===== src/rtl/muldiv_seq.sv =====
// Sequential multiply/divide controller: borrows the shared ALU for LATENCY cycles,
// then captures the ALU result pair into the architectural HI/LO registers.
module muldiv_seq #(
  parameter int DATA_SIZE = 32,
  parameter int LATENCY   = 4
) (
  input  logic                 CLK,
  input  logic                 RST,
  input  logic                 start,
  input  logic [1:0]           op,
  input  logic [DATA_SIZE-1:0] rs_val,
  input  logic [DATA_SIZE-1:0] rt_val,
  input  logic                 mthi,
  input  logic                 mtlo,
  input  logic [DATA_SIZE-1:0] wr_data,
  input  logic [DATA_SIZE-1:0] alu_res1,
  input  logic [DATA_SIZE-1:0] alu_res2,
  input  logic                 alu_unvalid,
  output logic                 alu_own,
  output logic [DATA_SIZE-1:0] alu_a,
  output logic [DATA_SIZE-1:0] alu_b,
  output logic [4:0]           alu_ctrl,
  output logic                 busy,
  output logic                 done,
  output logic                 div_zero,
  output logic [DATA_SIZE-1:0] hi,
  output logic [DATA_SIZE-1:0] lo
);

  typedef enum logic [1:0] {
    IDLE = 2'd0,
    EXEC = 2'd1,
    DONE = 2'd2
  } state_t;

  localparam logic [3:0] COUNT_LOAD = 4'(LATENCY - 1);

  state_t     state;
  state_t     state_next;
  logic [3:0] count;
  logic [3:0] count_next;
  logic [1:0] op_q;
  logic       accept;
  logic       capture;
  logic [4:0] ctrl_next;

  function automatic logic [4:0] ctrl_code(input logic [1:0] sel);
    case (sel)
      2'b00:   ctrl_code = 5'd9;
      2'b01:   ctrl_code = 5'd12;
      2'b10:   ctrl_code = 5'd10;
      2'b11:   ctrl_code = 5'd13;
      default: ctrl_code = 5'd0;
    endcase
  endfunction

  // State and cycle counter registers
  always_ff @(posedge CLK or negedge RST) begin
    if (!RST) begin
      state <= IDLE;
      count <= 4'd0;
    end else begin
      state <= state_next;
      count <= count_next;
    end
  end

  // Next-state, counter and control strobes
  always_comb begin
    state_next = state;
    count_next = count;
    accept     = 1'b0;
    capture    = 1'b0;
    ctrl_next  = 5'd0;
    case (state)
      IDLE, DONE: begin
        if (start) begin
          accept     = 1'b1;
          state_next = EXEC;
          count_next = COUNT_LOAD;
        end else begin
          state_next = IDLE;
        end
      end
      EXEC: begin
        if (count == 4'd0) begin
          capture    = 1'b1;
          state_next = DONE;
        end else begin
          count_next = count - 4'd1;
        end
      end
      default: begin
        state_next = IDLE;
        count_next = 4'd0;
      end
    endcase
    if (state_next == EXEC) begin
      ctrl_next = ctrl_code(accept ? op : op_q);
    end else begin
      ctrl_next = 5'd0;
    end
  end

  // Status outputs are registered from the next state so they track it exactly
  always_ff @(posedge CLK or negedge RST) begin
    if (!RST) begin
      busy     <= 1'b0;
      alu_own  <= 1'b0;
      done     <= 1'b0;
      alu_ctrl <= 5'd0;
    end else begin
      busy     <= (state_next == EXEC);
      alu_own  <= (state_next == EXEC);
      done     <= (state_next == DONE);
      alu_ctrl <= ctrl_next;
    end
  end

  // Operand latch; held for the whole EXEC window
  always_ff @(posedge CLK or negedge RST) begin
    if (!RST) begin
      alu_a <= {DATA_SIZE{1'b0}};
      alu_b <= {DATA_SIZE{1'b0}};
      op_q  <= 2'd0;
    end else if (accept) begin
      alu_a <= rs_val;
      alu_b <= rt_val;
      op_q  <= op;
    end
  end

  // HI/LO: capture only happens in EXEC and moves only happen outside it, so they never collide
  always_ff @(posedge CLK or negedge RST) begin
    if (!RST) begin
      hi       <= {DATA_SIZE{1'b0}};
      lo       <= {DATA_SIZE{1'b0}};
      div_zero <= 1'b0;
    end else if (capture) begin
      if (alu_unvalid) begin
        div_zero <= 1'b1;
      end else begin
        hi       <= alu_res1;
        lo       <= alu_res2;
        div_zero <= 1'b0;
      end
    end else if (state != EXEC) begin
      if (mthi) hi <= wr_data;
      if (mtlo) lo <= wr_data;
    end
  end

endmodule


===== config.mk =====
export PLATFORM = sky130hd
export DESIGN_NAME = muldiv_seq
export DESIGN_NICKNAME = d
export VERILOG_FILES = /design/src/rtl/muldiv_seq.sv
export SDC_FILE = /design/constraint.sdc
export NUM_CORES = 1
export LEC_CHECK = 0
export CORE_MARGIN = 1.5
export CORE_UTILIZATION = 38
export CTS_CLUSTER_SIZE = 10
export DETAILED_ROUTE_END_ITERATION = 8
export GPL_ROUTABILITY_DRIVEN = 0
export PLACE_DENSITY = 0.77
export SYNTH_ARGS = -nofsm -noshare
export SYNTH_HDL_FRONTEND = slang
export SYNTH_SLANG_ARGS = --single-unit

===== constraint.sdc =====
create_clock -name CLK -period 2.63 [get_ports CLK]
set_input_delay 0.526 -clock CLK [delete_from_list [all_inputs] [get_ports CLK]]
set_output_delay 0.526 -clock CLK [all_outputs]
set_load 0.1 [all_outputs]

==> summary.md <==
| Metric | Value |
|---|---|
| Status | finished clean |
| Final setup TNS | 0 ns |
| DRT Wirelength | 17700 um |
| Total GRT Usage | 0.218 |
| Via count | 4782 |
| Synthesized Nets | 586 |
| Crit path kind | flip-flop to flip-flop |
| CP Launch Type | flip-flop |
| Post-place setup slack | 0.462 ns |
| # port buffers | 303 |
| Slew HR | 0.620 |
| Most used DFF post-synth | dfrtp_1 |
| Post-DP HPWL | 13000 um |
| EDFF count, synth | 0 |
| ANT cells | 0 |
| Worst-path fanout max | 64 |
| Post-cts sizing count | 0 |
| Largest family of logic cells by synthesized area | compound AO/OA/AOI/OAI gates |
| DIE AREA | 16400 um2 |
| Die X | 128 um |
| Period Utilization, post-route | 0.790 |
| Fmax | 482 MHz |
| Grt ovf | 0 |
| Final WS setup | 0.553 ns |
| Final setup fails | 0 |
| CP arrival | 2.37 ns |
| Synth-to-Final Area Change | 58.6% |
| Clk sinks | 142 |
| Post-DR vias/cell | 5.11 |
| Layout cells sized above 1 | 0.433 |
| CTS Root Cell | clkbuf_16 |
| Core Box Area | 15300 um2 |
| Largest net degree at the start of global routing | 65 |
| Seq cells post-synth | 142 |
| Post-route DRC | 0 |
| H-tree depth | 4 |
| Mapped Avg Cell Area | 14.3 um2 |
| First-pass GRT wire length | 27400 um |
| CP required | 2.93 ns |
| Multiplexer share of the synthesized area | 0.127 |
| Detailed Routing Iterations Pass 1 | 4 |
| DR iter-0 viols | 241 |
| Chip height | 128 um |
| Wire length per cell | 18.9 um |
| Vias in the first global route | 4988 |
| Routed Antenna Nets | 0 |
| Unrepaired setup endpoints after global routing | no |
| Post-Synth XOR/XNOR Area | 0 |
| Nets | 883 |
| Post-Synth Adder-Cell Area | 0.00632 |
| IO Pins | 305 |
| CTS clk-pin slew, worst paths | 0.06 ns |
| Min cycle time layout | 2.08 ns |
| Worst setup EP type | flip-flop |
| Tightest hold margin | 0.0795 ns |
| Max-cap check violation count | 0 |
| CTS Hold Bufs | 0 |
| Final slew viol count | 0 |
| Asr flop ratio synth | 1.00 |
| Synth warnings | 0 |
| Min-delay worst type | primary input to async pin |
| Max Root-Sink Buffers | 2 |
| Starting Density | 0.389 |
| Compound-Gate Fraction of Synth Area | 0.133 |
| CTS tree | done |
| Worst Tran Pin Value | 0.569 ns |
| Layout Skew | 0.00740 ns |
| Clk_lat worst skew | 0.41 ns |
| Cell row count | 45 |
| Num CTS Buffers | 17 |
| Mapped Cells | 415 |
| Synth cell types | 35 |
| Sequential area share after synthesis | 0.598 |
| Final Hold Violating Endpoints | 0 |
| Simple-gate share of the synthesized area | 0.0914 |
| Post-CTS Setup Bufs | 0 |
| Initial antenna violation count | 0 |
| Syn Std Cell Area | 5940 um2 |
## layer usage
metal | track usage | vias to the layer above | share of wire
met2 | 0.379 | 185 | 0.52
met3 | 0.0501 | 28 | 0.057
met5 | 0 | - | 0
met1 | 0.259 | 2380 | 0.40
met4 | 0.0925 | 0 | 0.024
li1 | - | 2189 | -
## final cells by class
| class | instances | area (um2) |
|---|---|---|
| Sequential cell | 142 | 3550 |
| Clock inverter | 13 | 164 |
| Timing Repair Buffer | 316 | 2830 |
| Multi-Input combinational cell | 230 | 2150 |
| Inverter | 5 | 18.8 |
| Clock buffer | 19 | 443 |
| Fill cell | 1198 | 5840 |
| Tap cell | 211 | 264 |
## stage by stage
stage	instances	utilization	area [um2]
after CTS	936	0.617	9420
after floorplan	415	-	5940
final	936	0.617	9420
after global placement	904	0.578	8810
after global routing	936	0.617	9420
after detailed placement	904	0.578	8810
## state kept, by name, summed over array words and instances, names as in the netlist
register  count
alu_a        32
alu_b        32
hi           32
lo           32
alu_ctrl      4
count         4
op_q          2
state         2
div_zero      1
done          1
## worst max-delay path: stages (launching register included)
cell	delay, ns
dfrtp_1	0.46
or4b_4	0.62
or2_2	0.34
buf_12	0.20
o221a_2	0.31
## placed cells by master, fill, tap and decap left out, types with 2 or more instances in the layout
| cell type | Yosys | layout |
|---|---|---|
| and2_1 | 4 | 4 |
| nand2b_1 | 3 | 2 |
| ha_1 | 3 | 3 |
| o22ai_2 | 0 | 2 |
| o221a_2 | 59 | 59 |
| clkdlybuf4s50_1 | 0 | 166 |
| dfrtp_1 | 142 | 142 |
| buf_12 | 0 | 3 |
| inv_1 | 5 | 5 |
| clkinv_4 | 0 | 4 |
| clkbuf_16 | 0 | 17 |
| clkinv_2 | 0 | 3 |
| o221a_1 | 5 | 5 |
| clkinvlp_4 | 0 | 2 |
| mux2_2 | 66 | 66 |
| nand2_1 | 2 | 2 |
| bufinv_16 | 0 | 3 |
| or4b_2 | 2 | 2 |
| o21ai_0 | 2 | 2 |
| or3_1 | 65 | 65 |
| buf_4 | 4 | 146 |
## synth_stat cells (2+ instances only)
cell      number  area [um2]
dfrtp_1      142        3550
mux2_2        66         743
or3_1         65         407
o221a_2       59         664
clkbuf_1      17        63.8
buf_2          7        35.0
buf_8          6        90.1
inv_1          5        18.8
o221a_1        5        56.3
and2_1         4        25.0
buf_4          4        30.0
buf_1          3        11.3
ha_1           3        37.5
nand2b_1       3        18.8
nand2_1        2        7.51
nor2b_1        2        12.5
o21ai_0        2        10.0
o22ai_1        2        12.5
or4b_2         2        20.0
## final timing paths
| path | start | endpoint | slack [ns] | cells after the start |
|---|---|---|---|---|
| worst min-delay path | RST | lo[2] | 0.08 | 1 |
| max in group asynchronous | RST | hi[9] | 1.83 | 2 |
| worst max-delay path | state[1] | hi[7] | 0.55 | 4 |
| worst min register to register | alu_a[4] | alu_a[4] | 0.51 | 1 |
| worst max register to register | state[1] | hi[7] | 0.55 | 4 |
| min in group CLK | alu_a[4] | alu_a[4] | 0.51 | 1 |
## kinds of logic after synthesis
group	count (synthesis)
AO/OA/AOI/OAI	74
AND/OR/NAND/NOR	85
buffers and inverters	43
flip-flops	142
adder cells (fa/ha/maj)	3
multiplexers	67
other	1
Power is not shown: default switching activity piles up to over one toggle a cycle in this logic, so the estimate is an artifact.
